`src/rtl/cdb_arbiter.sv`:
```
`default_nettype none
// ============================================================================
// Module   : cdb_arbiter
// Brief    : Round-robin result-bus arbiter; registered broadcast of the winning
//            unit's reservation-station ID and value.
// Revision : 1.0 - initial release
// ============================================================================
module cdb_arbiter #(
  parameter int UNITS         = 4,
  parameter int OPERAND_WIDTH = 32,
  parameter int RS_ID_WIDTH   = 5
) (
  input  logic                       clk,
  input  logic                       rst,
  input  logic                       flush,
  input  logic [UNITS-1:0]           result_valid,
  output logic [UNITS-1:0]           result_ready,
  input  logic [RS_ID_WIDTH-1:0]     result_rs_id [UNITS],
  input  logic [OPERAND_WIDTH-1:0]   result_value [UNITS],
  output logic                       cdb_valid,
  output logic [RS_ID_WIDTH-1:0]     cdb_rs_id,
  output logic [OPERAND_WIDTH-1:0]   cdb_value,
  output logic [$clog2(UNITS)-1:0]   grant_unit
);

  localparam int c_PTR_W = $clog2(UNITS);

  logic [c_PTR_W-1:0]       r_rr_ptr;
  logic                     r_cdb_valid;
  logic [RS_ID_WIDTH-1:0]   r_cdb_rs_id;
  logic [OPERAND_WIDTH-1:0] r_cdb_value;
  logic [c_PTR_W-1:0]       r_grant_unit;

  logic                     w_win_any;
  logic [c_PTR_W-1:0]       w_win_idx;
  logic                     w_xfer;
  logic [c_PTR_W-1:0]       w_ptr_next;

  // Scan from the round-robin pointer upward, wrapping; the first valid unit wins.
  always_comb begin
    int w_scan;
    w_win_any = 1'b0;
    w_win_idx = '0;
    w_scan    = 0;
    for (int off = 0; off < UNITS; off++) begin
      w_scan = int'(r_rr_ptr) + off;
      if (w_scan >= UNITS) w_scan = w_scan - UNITS;
      if (!w_win_any && result_valid[w_scan]) begin
        w_win_any = 1'b1;
        w_win_idx = c_PTR_W'(w_scan);
      end
    end
  end

  assign w_xfer     = w_win_any & ~flush;
  assign w_ptr_next = (w_win_idx == c_PTR_W'(UNITS - 1)) ? '0 : w_win_idx + c_PTR_W'(1);

  // Reset gates ready directly so no unit believes it transferred while held in reset.
  always_comb begin
    result_ready = '0;
    if (w_xfer && rst) result_ready[w_win_idx] = 1'b1;
  end

  always_ff @(posedge clk or negedge rst) begin
    if (!rst) begin
      r_rr_ptr     <= '0;
      r_cdb_valid  <= 1'b0;
      r_cdb_rs_id  <= '0;
      r_cdb_value  <= '0;
      r_grant_unit <= '0;
    end else begin
      r_cdb_valid <= w_xfer;
      if (w_xfer) begin
        r_cdb_rs_id  <= result_rs_id[w_win_idx];
        r_cdb_value  <= result_value[w_win_idx];
        r_grant_unit <= w_win_idx;
        r_rr_ptr     <= w_ptr_next;
      end
    end
  end

  assign cdb_valid  = r_cdb_valid;
  assign cdb_rs_id  = r_cdb_rs_id;
  assign cdb_value  = r_cdb_value;
  assign grant_unit = r_grant_unit;

endmodule
`default_nettype wire

```
`config.mk`:
```
export PLATFORM = sky130hd
export DESIGN_NAME = cdb_arbiter
export DESIGN_NICKNAME = d
export VERILOG_FILES = /design/src/rtl/cdb_arbiter.sv
export SDC_FILE = /design/constraint.sdc
export NUM_CORES = 1
export LEC_CHECK = 0
export CAP_MARGIN = 20
export CORE_MARGIN = 4
export CORE_UTILIZATION = 35
export CTS_BUF_LIST = sky130_fd_sc_hd__clkbuf_16
export DETAILED_ROUTE_END_ITERATION = 8
export GPL_TIMING_DRIVEN = 0
export PLACE_DENSITY = 0.81
export RECOVER_POWER = 100
export SLEW_MARGIN = 5
export SYNTH_ARGS = -nofsm -noshare
export SYNTH_HDL_FRONTEND = slang
export SYNTH_SLANG_ARGS = --single-unit
```
`constraint.sdc`:
```
create_clock -name clk -period 2.2 [get_ports clk]
set_input_delay 0.33 -clock clk [delete_from_list [all_inputs] [get_ports clk]]
set_output_delay 0.33 -clock clk [all_outputs]
set_load 0.01 [all_outputs]
```
**Word-level counts from Yosys, hierarchy flattened**

Index checks and enable logic that the tools add are counted.

- Flip-flop bits (word level): 42
- Input bits: 155
- Output and inout bits: 44
- Word-level logic and storage cells: 70

- Add/subtract/negate cells: 8
- Order comparisons: 11
- Equal/unequal tests: 1
- Multiplexer cells: 34
- Bitwise operators: 3
- Reduce and logical (&&, ||, !) cells: 8

Operator list:

| operator | count |
|---|---|
| 32-bit two-way mux | 6 |
| 32-bit by 4-bit less-than comparator with 1-bit output, second input constant | 4 |
| 32-bit binary-select mux with 2-bit select | 1 |
| 1-bit two-way mux | 13 |
| 3-bit >= comparator, second input constant | 4 |
| 3-bit by 3-bit subtractor with 4-bit output, second input constant | 3 |
| 5-bit binary-select mux with 2-bit select | 1 |
| 2-bit two-way mux | 5 |
| 5-bit two-way mux | 2 |
| 1-bit binary-select mux with 2-bit select | 4 |
| 2-bit by 2-bit adder with 3-bit output, second input constant | 2 |
| 1-bit logical AND | 5 |
| 4-bit two-way mux | 1 |
| 2-bit by 3-bit subtractor with 4-bit output, second input constant | 1 |
| 2-bit by 1-bit adder with 3-bit output, second input constant | 1 |
| 2-bit by 3-bit >= comparator with 1-bit output, second input constant | 1 |
| 1-bit logical NOT | 3 |
| 2-bit by 3-bit less-than comparator with 1-bit output, second input constant | 1 |
| 2-bit NOT with 3-bit output | 1 |
| 2-bit by 1-bit adder with 2-bit output, second input constant | 1 |
| 1-bit demux with 2-bit select | 1 |
| 2-bit equality test, second input constant | 1 |
| 2-bit by 1-bit >= comparator with 1-bit output, second input constant | 1 |
| 1-bit AND | 1 |
| 1-bit NOT | 1 |

**Depth between registers and ports, before layout**

- Depth after elaboration: 20
- Gate-level depth with buffers: 9
- Mapped depth without buffers: 6

**Worst setup path after synthesis**

OpenSTA, ideal clock, no wires.

- Path type: reg2out
- Start: reg r_rr_ptr[1]
- End: out result_ready[0]
- Arrival: 1.414 ns
- Data required time: 1.870 ns
- Setup slack: 0.456 ns
- Stages on the path, launching flop included: 6
- Buffers on the path: 1
- Path through: dfrtp_1 nand2_1 a311oi_1 or2_2 buf_2 nor3b_1

- Cells in the longest elaborated chain, start to end: 20
- Elaborated cells on any way between the ends: 49
- Classes of those cells: add/sub (7); order compare (6); mux (27); bitwise (1); reduce/logical (8)

RTL lines:

| element | RTL line | RTL |
|---|---|---|
| start, declared | 28 | `logic [c_PTR_W-1:0] r_rr_ptr;` |
| start signal, assigned | 77 | `r_rr_ptr <= w_ptr_next;` |
| branches (longest 19 deep; another with 3-bit by 3-bit subtractor with 4-bit output) | n/a |  |
| 4-bit two-way mux (*) | 61 | `if (w_xfer && rst) result_ready[w_win_idx] = 1'b1;` |
| end, declared | 17 | `output logic [UNITS-1:0] result_ready,` |

Mark *: on every way between the ends. The select of a mux whose other input is x is not followed.

**Final worst setup path**

- Start: in result_valid[2]
- End: out result_ready[3]

- Cells in the longest elaborated chain, start to end: 18
- Elaborated cells on any way between the ends: 34
- Classes of those cells: order compare (2); mux (23); bitwise (1); reduce/logical (8)

RTL lines:

| element | RTL line | RTL |
|---|---|---|
| start, declared | 16 | `input logic [UNITS-1:0] result_valid,` |
| 1-bit binary-select mux with 2-bit select | 48 | `if (!w_win_any && result_valid[w_scan]) begin` |
| 1-bit two-way mux (implied by the code) (2 in series) | 48 |  |
| 1-bit two-way mux | 48 |  |
| 1-bit logical NOT | 48 |  |
| 1-bit logical AND | 48 |  |
| 1-bit two-way mux | 48 |  |
| 1-bit logical NOT | 48 |  |
| 1-bit logical AND | 48 |  |
| 1-bit two-way mux | 48 |  |
| 1-bit logical NOT | 48 |  |
| 1-bit logical AND | 48 |  |
| 2-bit two-way mux | 48 |  |
| 2-bit by 3-bit less-than comparator with 1-bit output (implied by the code) or 2-bit by 1-bit >= comparator with 1-bit output (tied branches) | 61 |  |
| 1-bit logical AND (implied by the code) | 61 |  |
| 1-bit two-way mux (implied by the code) | 61 |  |
| 1-bit demux with 2-bit select | 61 |  |
| 4-bit two-way mux (*) | 61 |  |

Every way passes the cells marked *; elsewhere a longest branch is shown, timed or not. The select of a mux whose other input is x is not followed.

==> results.md <==
- The run finished with clean final reports.
- The clock passes through at most 2 buffers.
- Cell internal power was estimated by the tool at 0.00289 W.
- The number of global-route vias before repair is 3589.
- The initial cell density of the core is 0.359.
- The first global-routing pass estimated 18.3 mm of wire.
- Of the available clock period, the critical path in the final layout requires 0.956.
- Relative to the synthesized area, the layout overhead comes to 83.8%.
- The number of register bits inferred by synthesis is 42.
- Of the total power, combinational logic draws 0.580.
- After floorplanning, the core was sized to cover 7730 um2.
- After clock tree synthesis, the clock-pin slew on the worst setup and hold paths is 0.06 ns.
- The H-tree generated during clock tree synthesis spans 2 levels.
- Of all nets on the critical path, the largest fanout is 6.
- The tree built by TritonCTS fans out to 42 sinks.
- The class of the most critical hold timing path is input pin to asynchronous set/reset pin.
- The post-synthesis cell count is 296.
- The number of different library cells in the post-synthesis netlist is 32.
- The share of total power dissipated in sequential elements is 0.269.
- The summed negative setup slack over all endpoints is 0 ns.
- The share of total power dissipated in the clock network is 0.151.
- The worst-case vdd ir drop is 0.450 mV.
- The detailed router placed 3296 vias in this run.
- The peak clock frequency supported by timing is 476 MHz.
- The chip height is 97.0 um.
- The I/O pin count is 199.
- 0 antenna diodes ended up in the layout.
- Hold timing on the final database bottoms out at a slack of 0.0196 ns.
- For this run, the total global-route usage over all layers was measured as 0.237.
- The arrival time reported for the critical path endpoint is 1.77 ns.
- The dominant register cell in the synthesized netlist is dfrtp_1.
- Across the run, the number of max-cap violations was 0.
- Detailed placement finished with a half-perimeter wire length of 9.01 mm.
- The DRC violation total after the first TritonRoute iteration is 140.
- The first TritonRoute pass finished after 4 iterations.
- By count the netlist is led by dfrtp_1 (42), o21ai_0 (39).
- The chip width is 97.0 um.
- Of the total power, the share spent switching nets is 0.374.
- STA classifies the critical path startpoint as an input pin.
- In this run the static leakage power is 2.20 nW.
- Dividing the detail-routed via count by the number of cells gives 5.43.
- The routed design has 11.4 mm of wire.
- Setup repair after global routing left no endpoint under its margin.
- The clock tree from TritonCTS is done.
- The total clock buffers created by CTS is 5.
- The DRC violation count after routing is 0.
- In this run the core area contains 32 standard-cell rows.
- In the post-synthesis netlist, the biggest area contributors are dfrtp_1 (38%), mux2i_1 (13%), a211oi_1 (10%).
- After filler insertion, the fill cell instance count of the layout stands at 671.
- Of the cells placed in the final design, the portion with a size suffix greater than 1 is 0.0970.
- The full die area is 9410 um2.
- The share of synthesized area in the top cell type comes to 0.379.
- Subtracting the final worst setup slack from the clock period gives 2.10 ns.
- During placement, the flow inserted port buffers numbering 198.
- The overall power is 0.00462 W.
- Summed over all nets, the switching power comes to 0.00173 W.
- The number of endpoints with negative hold slack in the final report is 0.
- The synthesized design contains 0 enable-type register cells.
- The post-route clock skew is 0.00340 ns.
- The data required time at the worst endpoint is 1.87 ns.
- The latest clock arrival within the worst-skew pair is 0.27 ns.
- After detailed routing, the average wire length per cell comes to 18.7 um.
- The proportion of synthesized chip area in sequential cells is 0.379.
- A synthesized cell averages 9.37 um2.
- dfrtp_1 takes more of the synthesized area than any other cell.
- The initial antenna violation count came to 0.
- The dominant cell by count in the synthesized netlist is dfrtp_1.
- The detail route stage leaves a number of antenna-violating nets equal to 0.
- The class of the most critical setup path is input pin to output port.
- Measured against its own limit, the worst slew margin works out to 0.655.
- Dividing total power by cell area gives a power density of 907 nW/um2.
- Clock tree synthesis selected as its root buffer the cell clkbuf_16.
- The total global routing overflow is 0.
- The count of final setup violators is 0.
- The sort of element at the end of the critical path is an output port.
- The max-slew violation total from the final report is 0.
- The largest net degree at the start of global routing is 26.
- The netlist area before placement is 2770 um2.
- The count of hold-fix buffers inserted at cts is 0.
- Synthesis produced a netlist with a net count of 451.
- For the pin with the worst max-slew slack, the measured transition is 0.517 ns.
- For this run, asynchronously set or reset flops after synthesis account for 1.00.
- The number of nets in the finished design is 659.
- The share of the core filled with cells in the final layout is 0.659.
- During synthesis, Yosys emitted a total of 0 warnings.
- The placer's final routability congestion estimate is 0.815.
==> registers in the layout (all words and copies together), names as in the netlist <==
signal      cells
r_rr_ptr        2
grant_unit      2
cdb_valid       1
cdb_rs_id       5
cdb_value      32
==> final cells by class <==
type	count	area, um2	area share
clock buffer	5	125	0.0246
clock inverter	3	12.5	0.00246
inverter	2	11.3	0.00221
tap	102	128	0.0250
sequential	42	1050	0.206
multi-input combinational	217	1550	0.303
timing repair buffer	202	2000	0.393
buffer	34	216	0.0425
==> stage by stage <==
step / instances / worst slack [ns] / cell area, um2
floorplan: 296 / 0.456 / 2770
global placement: 596 / -1.51 / 4880
finish: 607 / 0.0973 / 5100
global route: 607 / 0.00144 / 5100
CTS: 607 / 0.0159 / 5080
detailed placement: 597 / -0.785 / 4900
==> final timing paths <==
path                                            from                   endpoint  slack [ns]  depth (start not counted)
setup / recovery                     result_valid[2]            result_ready[3]         0.1                          7
hold / removal                                   rst  cdb_value[12]$_DFFE_PN0P_        0.02                          1
setup reg to reg             r_rr_ptr[0]$_DFFE_PN0P_   cdb_rs_id[3]$_DFFE_PN0P_        0.34                          7
hold reg to reg            grant_unit[1]$_DFFE_PN0P_  grant_unit[1]$_DFFE_PN0P_        0.47                          2
max in group asynchronous                        rst    r_rr_ptr[1]$_DFFE_PN0P_        1.66                          2
min in group clk           grant_unit[1]$_DFFE_PN0P_  grant_unit[1]$_DFFE_PN0P_        0.47                          2
==> layer usage <==
metal  up-vias  track usage  part of all wire
met5         -            0                 0
met4         0       0.0778             0.018
met3        18       0.0757             0.092
met2       163        0.431              0.52
met1      1562        0.258              0.37
li1       1553            -                 -
==> placed cells by master, fill, tap and decap left out, types with 2 or more instances in the layout <==
| master | n |
|---|---|
| dfrtp_1 | 41 |
| or2_4 | 2 |
| buf_4 | 8 |
| dlygate4sd3_1 | 40 |
| clkbuf_16 | 5 |
| a211oi_1 | 37 |
| clkdlybuf4s50_1 | 149 |
| inv_1 | 2 |
| clkbuf_2 | 6 |
| buf_6 | 3 |
| buf_12 | 3 |
| nand2b_1 | 2 |
| a21oi_1 | 2 |
| and3_1 | 37 |
| nor2_1 | 4 |
| o21ai_0 | 39 |
| clkbuf_1 | 11 |
| buf_2 | 9 |
| dlygate4sd2_1 | 5 |
| mux2i_1 | 37 |
| nand4b_4 | 2 |
| o22ai_1 | 37 |
| nand2_1 | 5 |
==> power by group through the flow <==
stage	combinational, W	sequential (W)	clock (W)
2_1_floorplan	0.00131	0.00139	0
3_3_place_gp	0.00269	0.00125	0
3_5_place_dp	0.00275	0.00126	0
4_1_cts	0.00279	0.00126	0.000709
5_1_grt	0.00290	0.00128	0.000747
6_report	0.00268	0.00124	0.000698
==> cell families (layout without fill, tap and decap cells) <==
group | Yosys count | after routing | synth area share
flops | 42 | 42 | 0.379
compound gates | 119 | 119 | 0.269
mux | 37 | 37 | 0.134
simple gates | 60 | 60 | 0.138
buf+inv | 37 | 246 | 0.0776
xor+xnor | 1 | 1 | 0.00316
==> critical path, stage by stage <==
cell and delay [ns]:
dlygate4sd2_1 0.29, nor2b_2 0.18, a311oi_2 0.30, or2_4 0.17, clkbuf_2 0.16, nor2_1 0.06
dlygate4sd2_1 0.28
==> timing repair <==
action                     4_1_cts  5_1_grt
pin swaps                        0        1
setup endpoints to repair        9        7
resized for setup               26        9
setup buffers                    2        1
(Power assumes the default switching activity.)
